===== src/rtl/mult_pkg.sv =====
// Shared types and helpers for the multi-cycle multiplier (and divider cleanup logic).
package mult_pkg;

    localparam int MULT_W     = 32;
    localparam int MULT_ITERS = 32;

    typedef enum logic [1:0] {
        IDLE,
        RUN,
        FIX
    } mult_state_t;

    // Two's-complement magnitude; 0x8000_0000 maps to itself as an unsigned value.
    function automatic logic [31:0] abs_val(input logic [31:0] v);
        return v[31] ? (~v + 32'd1) : v;
    endfunction

endpackage


===== src/rtl/multiplier.sv =====
// Sign-magnitude shift-add multiplier for mult/multu: 32 RUN iterations, then a FIX
// cycle that applies the sign and writes hi/lo. Fixed 34-cycle start-to-done latency.
module multiplier
    import mult_pkg::*;
#(
    parameter int WIDTH = MULT_W,
    parameter int ITERS = WIDTH
) (
    input  logic             clk,
    input  logic             reset,
    input  logic             start,
    input  logic             is_signed,
    input  logic [WIDTH-1:0] multiplicand,
    input  logic [WIDTH-1:0] multiplier_in,
    output logic             busy,
    output logic             done,
    output logic [WIDTH-1:0] hi,
    output logic [WIDTH-1:0] lo
);

    localparam int CW = $clog2(ITERS + 1);
    localparam logic [WIDTH-1:0]   ONE_W  = WIDTH'(1);
    localparam logic [2*WIDTH-1:0] ONE_2W = (2*WIDTH)'(1);

    mult_state_t        state, state_next;
    logic [CW-1:0]      count;
    logic [WIDTH-1:0]   mag_a;
    logic [2*WIDTH-1:0] prod;
    logic               neg;

    logic [WIDTH-1:0]   in_mag_a, in_mag_b;
    logic [WIDTH:0]     sum;
    logic               last_iter;

    always_comb begin
        in_mag_a  = (is_signed && multiplicand[WIDTH-1])  ? (~multiplicand + ONE_W)  : multiplicand;
        in_mag_b  = (is_signed && multiplier_in[WIDTH-1]) ? (~multiplier_in + ONE_W) : multiplier_in;
        sum       = {1'b0, prod[2*WIDTH-1:WIDTH]} + {1'b0, (prod[0] ? mag_a : '0)};
        last_iter = (count == CW'(ITERS - 1));
    end

    always_comb begin
        state_next = state;
        case (state)
            IDLE:    if (start) state_next = RUN;
            RUN:     if (last_iter) state_next = FIX;
            FIX:     state_next = IDLE;
            default: state_next = IDLE;
        endcase
    end

    always_ff @(posedge clk) begin
        if (reset) begin
            state <= IDLE;
            busy  <= 1'b0;
            done  <= 1'b0;
            hi    <= '0;
            lo    <= '0;
            count <= '0;
            mag_a <= '0;
            prod  <= '0;
            neg   <= 1'b0;
        end else begin
            state <= state_next;
            busy  <= (state_next != IDLE);
            done  <= (state == FIX);
            case (state)
                IDLE: begin
                    if (start) begin
                        mag_a <= in_mag_a;
                        prod  <= {{WIDTH{1'b0}}, in_mag_b};
                        neg   <= is_signed & (multiplicand[WIDTH-1] ^ multiplier_in[WIDTH-1]);
                        count <= '0;
                    end
                end
                RUN: begin
                    // Carry out of the add enters the MSB as the register shifts right.
                    prod  <= {sum, prod[WIDTH-1:1]};
                    count <= count + CW'(1);
                end
                FIX: begin
                    {hi, lo} <= neg ? (~prod + ONE_2W) : prod;
                end
                default: ;
            endcase
        end
    end

endmodule


===== config.mk =====
export PLATFORM = sky130hd
export DESIGN_NAME = multiplier
export DESIGN_NICKNAME = d
export VERILOG_FILES = /design/src/rtl/mult_pkg.sv /design/src/rtl/multiplier.sv
export SDC_FILE = /design/constraint.sdc
export NUM_CORES = 1
export LEC_CHECK = 0
export ABC_AREA = 1
export BUFFER_PORTS_ARGS = -buffer_cell sky130_fd_sc_hd__buf_2
export CORE_ASPECT_RATIO = 1.4
export CORE_MARGIN = 3
export CORE_UTILIZATION = 30
export DETAILED_ROUTE_END_ITERATION = 8
export GPL_ROUTABILITY_DRIVEN = 1
export MAX_ROUTING_LAYER = met4
export REMOVE_ABC_BUFFERS = 1
export SYNTH_ARGS = -nofsm -noshare
export SYNTH_HDL_FRONTEND = slang
export SYNTH_SLANG_ARGS = --single-unit
export TNS_END_PERCENT = 1

===== constraint.sdc =====
create_clock -name clk -period 2.23 [get_ports clk]
set_clock_uncertainty 0.05 [all_clocks]
set_input_delay 0.446 -clock clk [delete_from_list [all_inputs] [get_ports clk]]
set_output_delay 0.446 -clock clk [all_outputs]
set_load 0.01 [all_outputs]

======== After elaboration in Yosys (flattened, before gate mapping) ========
Cells that the tools add are included.
cells by class
  muxes and demuxes ....................... 11
  equality and inequality tests ........... 4
  reduce and logical (&&, ||, !) cells .... 7
  add/subtract/negate cells ............... 5
  bitwise logic cells ..................... 5
operators with widths
  kind                   count
  $mux 64                2
  $pmux 64 s2            1
  $mux 32                3
  $add 32x1->32 const B  2
  $add 64x1->64 const B  1
  $not 32->32            2
  $not 64->64            1
  $add 32x32->33         1
  $pmux 6 s2             1
  $add 6x1->6 const B    1
  $eq 6x5->1 const B     1
  $mux 6                 1
  $mux 2                 2
  $pmux 2 s2             1
  $reduce_and 2->1       2
  $reduce_bool 2->1      2
  $eq 2x1->1 const B     1
  $eq 2x2->1 const B     1
  $logic_and 1x1->1      2
  $logic_not 2->1        1
  $ne 2x2->1 const B     1
  $and 1x1->1            1
  $xor 1x1->1            1
word-level totals
  output and inout bits ................... 66
  flip-flop bits (word level) ............. 171
  word-level logic and storage cells ...... 41

======== Logic depth before layout (Yosys ltp) ========
Gate-level depths: netlist of run 1.
  word-level depth ........................ 5
  gate-level depth with buffers ........... 18
  gate-level depth less buffers ........... 16

======== Least setup slack after synthesis of run 1 ========
OpenSTA, ideal clock, no wires.
  path kind ............................... register -> register
  start ................................... register prod[0]
  end ..................................... register prod[47]
  stages on the path, launching flop included .. 18
  library setup time ...................... 0.132 ns
  setup slack ............................. -0.124 ns
  data arrival time ....................... 2.172 ns
  required time ........................... 2.048 ns
  path through ............................ dfxtp_1 > buf_2 > clkbuf_1 > nand2_1 > inv_1 > ha_1 > inv_1 > fa_1 > inv_1 > nand3_1 > nand3_1 > nand2_1 > nand2_1 > inv_1 > o21ai_0 > nand2_1 > nand3_1 > a21oi_1
between the ends
  longest elaborated chain between the ends .. 3
ends and longest elaborated chain
  element                 line              source
  from (decl)             multiplier.sv:28  logic [2*WIDTH-1:0] prod;
  from (signal assigned)  multiplier.sv:71  prod <= {{WIDTH{1'b0}}, in_mag_b};
  from (signal assigned)  multiplier.sv:78  prod <= {sum, prod[WIDTH-1:1]};
  $mux 32                 multiplier.sv:38  sum = {1'b0, prod[2*WIDTH-1:WIDTH]} + {1'b0, (prod[0] ? mag_a : '0)};
  $add 32x32->33          multiplier.sv:38
  $pmux 64 s2             multiplier.sv:67  case (state)
Every way passes these cells.
A chain may end at the register's enable or synchronous reset.

======== Worst setup path in the final report of run 1 ========
  start ................................... register prod[0]
  end ..................................... register prod[57]
The elaborated chain is that of the path after synthesis.

==> flow_metrics.py, run 1 <==
metrics = {
    "status": {
        "status": "finished, final reports clean",
    },
    "global_routing": {
        "grt_pass1_wl_um": 72400,
        "grt_pass1_vias": 13800,
        "gr-total-overflow": 0,
        "antenna_found_initial": 0,
        "grt_max_degree": 121,
        "grt_usage_pct": 20.6,
    },
    "placed_design": {
        "placed_area_um2": 14900,
        "port_buffers": 133,
        "placed_cells": 2954,
        "dp_hpwl_um": 36700,
        "gp_congestion": 0.948,
        "pre_cts_ws_ps": -69.5,
    },
    "sta": {
        "whs_ps": 218,
        "min_period_over_period_pct": 99.1,
        "clock.fmax_ghz": 0.452,
        "slew_viol_final": 0,
        "worst_pin_slew_ps": 548,
        "slew_headroom_pct": 63.5,
        "finalHoldViolCount": 0,
        "timing.final.ws_setup_ps": 19.3,
        "finalSetupViolations": 0,
        "fin_crit_ps": 2210,
        "rsz0062_at_grt": "yes",
    },
    "power_and_ir_drop": {
        "comb_power_share_pct": 22.4,
        "power_frac_seq_pct": 39.1,
        "power.total_mw": 8.43,
        "swShare_pct": 32.2,
        "ir_worst_vdd_mv": 0.605,
        "p_per_area_nw_per_um2": 514,
        "p_switching_mw": 2.71,
        "clkPwrFrac_pct": 38.5,
        "leakagePower_nw": 8.32,
        "intPower_mw": 5.71,
    },
    "floorplanning": {
        "die_area_um2": 45200,
        "core_area_um2": 41600,
        "start_util_pct": 30.7,
        "rows": 88,
        "die_y_um": 250,
        "die_w_um": 181,
        "io_pins": 134,
    },
    "critical_path": {
        "crit_fanout": 7,
        "end_kind": "flip-flop",
        "worstSetupPathType": "reg2reg",
        "worst-r2r-cell-count": 14,
        "crit_top_cell": "nand2_1",
        "rrSetupSlack_ps": 20,
        "crit_path_top_delay_cell": "dfxtp_4",
        "max_stage_delay_ps": 370,
        "cp_cell_sequence": "buf_6, clkbuf_16, nand2_1, inv_1, ha_4, nand2_4, nor2_1, nand2_1, nor2_1, nand2_2, nand3_1, nand2_1, nand3_1, a21oi_2",
        "required_ps": 2520,
        "start_kind": "flip-flop",
        "critPathLaunch": "prod[0]$_SDFFE_PP0P_",
        "setup.worst_path.end": "prod[57]$_SDFFE_PP0P_",
        "arrival_ps": 2500,
        "r2r_end": "prod[57]$_SDFFE_PP0P_",
        "reg2reg_from": "prod[0]$_SDFFE_PP0P_",
    },
    "synth": {
        "avgSynthCellArea_um2": 5.74,
        "yosys-top-cells-area": "dfxtp_1 (27%), nand2_1 (19%), inv_1 (9.9%), nor2_1 (8.9%), nand3_1 (7.5%)",
        "ys.flop_type": "dfxtp_1",
        "synth_most_common_cell": "nand2_1",
        "synth_top_area_cell": "dfxtp_1",
        "synth_edf_count": 0,
        "yosysTopAreaCellShare_pct": 26.8,
        "yosysWarnings": 0,
        "yosys-top-cells-count": "nand2_1 (649), inv_1 (339), nor2_1 (305)",
        "yosysSeqAreaShare_pct": 26.8,
        "synth.distinct_cells": 44,
        "yosys_register_bits": 171,
        "async_flop_share_pct": 0,
        "synthCells": 2231,
        "syn_area_um2": 12800,
    },
    "cts": {
        "cts.hold.buffers_added": 0,
        "cts_tree": "yes",
        "cts.root.buffer_cell": "clkbuf_16",
        "clock_latency_ps": 470,
        "numCtsBuffers": 17,
        "clkTransAtPathRegs_ps": 70,
        "cts_sinks": 171,
        "cts_max_level": 4,
        "clock_path_buffers": 2,
    },
    "layout": {
        "drive_above_1_share_pct": 19.5,
        "final_nets": 2550,
        "multi_input_area_um2": 8530,
        "fin_cells": 2997,
        "fillCellCount": 4601,
        "syn_to_final_growth_pct": 28.0,
        "fin_area_um2": 16400,
        "diodes": 0,
        "regArea_um2": 3430,
    },
    "detailed_routing": {
        "detail_route.vias_per_cell": 4.90,
        "ant_nets": 0,
        "drt-wirelength-per-cell_um": 15.7,
        "firstDrtPassIters": 5,
        "drc": 0,
        "drt_iter0_markers": 923,
        "num_vias": 14700,
        "drt-total-wl_um": 46900,
    },
    "job": {
        "drv_cap": 0,
    },
    "hold_path": {
        "hold_path_class": "in2reg",
    },
}
flip-flops by register name, indices dropped and copies added (netlist names):
signal  count
prod       64
state       2
neg         1
mag_a      32
done        1
hi         32
count       6
busy        1
lo         32
metal layers:
metal	global-route usage, %	wire length [µm]	vias to the layer above
met3	2.34	1730	103
met4	7.99	1670	0
met5	-	0	-
met1	22.9	19200	6658
met2	37.8	24400	406
li1	-	-	7514
worst min-delay path by stage:
stage,from,endpoint,slack (ps),cells after the start
after floorplan,count[5]$_SDFFE_PP0P_,state[1]$_SDFF_PP0_,400,1
after global placement,count[3]$_SDFFE_PP0P_,count[3]$_SDFFE_PP0P_,420,2
after detailed placement,count[3]$_SDFFE_PP0P_,count[3]$_SDFFE_PP0P_,430,2
after CTS,multiplicand[24],mag_a[24]$_SDFFE_PP0P_,190,3
after global routing,multiplicand[24],mag_a[24]$_SDFFE_PP0P_,220,3
final,multiplicand[24],mag_a[24]$_SDFFE_PP0P_,220,3
logic make-up after synthesis:
| logic type | synth area share (%) |
|---|---|
| buffers and inverters | 12.6 |
| XOR/XNOR | 2.33 |
| adder cells (fa/ha/maj) | 3.68 |
| AO/OA/AOI/OAI | 14.7 |
| flip-flops | 26.8 |
| AND/OR/NAND/NOR | 39.9 |
area by class of cell:
cell class / instances / share of cell area, %
Clock inverter: 14 / 1.18
Sequential cell: 171 / 20.9
Timing Repair Buffer: 270 / 11.2
Inverter: 344 / 7.90
Tap cell: 540 / 4.12
Multi-Input combinational cell: 1641 / 52.1
Clock buffer: 17 / 2.60
critical path: cells and delay by family (launching register included):
family                   cells  cell delay, ps
AO/OA/AOI/OAI                1              50
adder cells (fa/ha/maj)      1             320
buffers and inverters        3             360
flip-flops                   1             370
AND/OR/NAND/NOR              9             930
metrics by stage:
step	setup TNS, ps	utilization [%]
global route	-1580	39.4
global placement	-2.06	35.7
floorplan	-254210	-
finish	0	39.4
CTS	-114	37.6
detailed placement	-330	35.7
power groups by stage:
stage	Sequential, mW	Combinational (mW)	Clock, mW
final	3.29	1.89	3.24
after global routing	3.31	2.11	3.42
after CTS	3.29	1.77	3.31
after detailed placement	3.36	1.74	0
after global placement	3.36	1.74	0
after floorplan	3.33	1.02	0
layout by cell type (no fill, tap or decap), drive strengths merged:
| cell | count |
|---|---|
| o221ai | 7 |
| buf | 269 |
| a32o | 1 |
| nand4 | 23 |
| a221oi | 3 |
| o21ai | 124 |
| nor3 | 25 |
| nand3 | 196 |
| fa | 1 |
| dfxtp | 171 |
| clkbuf | 18 |
| clkinvlp | 5 |
| nand2 | 650 |
| inv | 345 |
| ha | 36 |
| a31oi | 16 |
| or2 | 9 |
| o211ai | 7 |
| nor2 | 312 |
| a21o | 4 |
| bufinv | 4 |
| a22oi | 20 |
| and2 | 1 |
| clkinv | 4 |
| a211oi | 1 |
| a21oi | 143 |
| xnor2 | 2 |
| nor4 | 1 |
| xor2 | 32 |
| o31ai | 3 |
| o21bai | 8 |
| nand3b | 16 |
what timing repair did:
action	in CTS	in global routing
resized for setup	26	153
pin swaps	1	31
endpoints found under the hold margin	0	0
buffers inserted	0	10
setup endpoints to repair	14	55
cloned	1	1
(Power assumes the default switching activity.)
==> run 2, diff against run 1 <==
- MAX_ROUTING_LAYER: met4 -> default
- RECOVER_POWER: default -> 50
==> flow_metrics.py, run 2 (synthesis gave the netlist of run 1 again) <==
metrics = {
    "status": {
        "status": "finished, final reports clean",
    },
    "sta": {
        "worst_pin_slew_ps": 947,
        "fin_tns_setup_ps": 0,
        "finalSetupViolations": 0,
        "slew_headroom_pct": 36.9,
        "slew_viol_final": 0,
        "rsz0062_at_grt": "yes",
        "whs_ps": 198,
        "fin_crit_ps": 2190,
        "finalHoldViolCount": 0,
        "clock.fmax_ghz": 0.457,
        "min_period_over_period_pct": 98.1,
    },
    "floorplanning": {
        "core_area_um2": 41600,
        "die_area_um2": 45200,
        "die_w_um": 181,
        "rows": 88,
        "start_util_pct": 30.7,
        "die_y_um": 250,
        "io_pins": 134,
    },
    "layout": {
        "regMostFlops": "prod",
        "final_nets": 2559,
        "largest_register_ffs": 64,
        "drive_above_1_share_pct": 17.3,
        "syn_to_final_growth_pct": 27.0,
        "final_core_util_pct": 39.1,
        "final_common_cell": "nand2_1",
        "layout_common_cells": "nand2_1 (602), inv_1 (325), nor2_1 (279)",
        "diodes": 0,
    },
    "power_and_ir_drop": {
        "clkPwrFrac_pct": 36.8,
        "power.total_mw": 8.19,
        "power_frac_seq_pct": 40.2,
        "intPower_mw": 5.43,
        "swShare_pct": 33.7,
        "p_per_area_nw_per_um2": 504,
        "ir_worst_vdd_mv": 0.616,
        "leakagePower_nw": 8.04,
        "p_switching_mw": 2.76,
        "comb_power_share_pct": 23.1,
    },
    "critical_path": {
        "arrival_ps": 2550,
        "worstSetupPathType": "reg2reg",
        "crit_fanout": 8,
        "start_kind": "flip-flop",
        "end_kind": "flip-flop",
        "required_ps": 2590,
    },
    "detailed_routing": {
        "detail_route.vias_per_cell": 4.88,
        "firstDrtPassIters": 5,
        "drc": 0,
        "drt_iter0_markers": 902,
        "ant_nets": 0,
        "num_vias": 14700,
        "drt-total-wl_um": 46700,
        "drt-wirelength-per-cell_um": 15.5,
    },
    "placed_design": {
        "port_buffers": 133,
        "dp_hpwl_um": 36100,
        "gp_congestion": 0.921,
    },
    "hold_path": {
        "hold_path_class": "in2reg",
    },
    "cts": {
        "cts_max_level": 4,
        "cts_sinks": 171,
        "clock_latency_ps": 470,
        "cts.hold.buffers_added": 0,
        "cts.root.buffer_cell": "clkbuf_16",
        "cts_tree": "yes",
        "numCtsBuffers": 17,
        "clkTransAtPathRegs_ps": 80,
        "clock_path_buffers": 2,
    },
    "job": {
        "drv_cap": 0,
    },
    "global_routing": {
        "antenna_found_initial": 0,
        "grt_usage_pct": 19.5,
        "grt_pass1_wl_um": 70900,
        "grt_max_degree": 121,
        "grtUsageMet2_pct": 35.7,
        "grt_pass1_vias": 13800,
        "gr-total-overflow": 0,
        "grt.busiest_layer": "met2",
        "grt_use_met3_pct": 2.54,
        "grtUsageMet1_pct": 22.5,
    },
}
[run 2: path summary, 6_finish.rpt]
check | from | to | slack [ps] | depth (start not counted)
setup / recovery | prod[0]$_SDFFE_PP0P_ | prod[60]$_SDFFE_PP0P_ | 40 | 14
hold / removal | multiplicand[24] | mag_a[24]$_SDFFE_PP0P_ | 200 | 3
setup reg to reg | prod[0]$_SDFFE_PP0P_ | prod[60]$_SDFFE_PP0P_ | 40 | 14
hold reg to reg | count[3]$_SDFFE_PP0P_ | count[3]$_SDFFE_PP0P_ | 430 | 2
[run 2: timing repair]
item	4_1_cts	5_1_grt
buffers inserted	0	9
setup endpoints to repair	14	42
pin swaps	1	37
gates resized for setup	5	182
gates cloned	0	3
[run 2: routing by layer]
metal | up-vias | share of wire (%)
met2 | 373 | 51
met1 | 6645 | 41
met3 | 121 | 3.7
li1 | 7533 | -
met5 | - | 0
met4 | 0 | 4.6
[run 2: per-stage QoR]
| stage | cells | setup slack, ps | instance area [µm²] |
|---|---|---|---|
| 2_1_floorplan | 2156 | -3490 | 12500 |
| 4_1_cts | 2995 | -10.4 | 15500 |
| 6_report | 3007 | 41.3 | 16300 |
| 3_3_place_gp | 2963 | -80.6 | 14900 |
| 5_1_grt | 3007 | -84.4 | 16300 |
| 3_5_place_dp | 2963 | -121 | 14900 |
[run 2: worst max-delay path: stages, from the launching register on]
cell and delay (ps):
dfxtp_4 460, clkbuf_16 190, nand2_1 60, inv_2 100, ha_1 250, buf_4 160, nand2_1 110, nor2_1 70
nor2_2 110, nand2_1 80, a21oi_2 180, nand2_1 80, nand2_1 50, nand3_1 60, a21oi_1 110
[run 2: area by class of cell]
type / instances / area (µm²)
clock buffers: 20 / 457
clock inverters: 12 / 116
fillers: 4635 / 25400
inverters: 344 / 1290
multi-input cells: 1641 / 8500
flip-flops and latches: 171 / 3430
well taps: 540 / 676
repair buffers: 279 / 1780
[run 2: power groups by stage]
stage | sequential (mW) | clock, mW | combinational, mW
detailed placement | 3.35 | 0 | 1.75
global route | 3.30 | 3.19 | 2.09
global placement | 3.35 | 0 | 1.73
finish | 3.29 | 3.01 | 1.89
floorplan | 3.33 | 0 | 1.02
CTS | 3.28 | 3.07 | 1.76
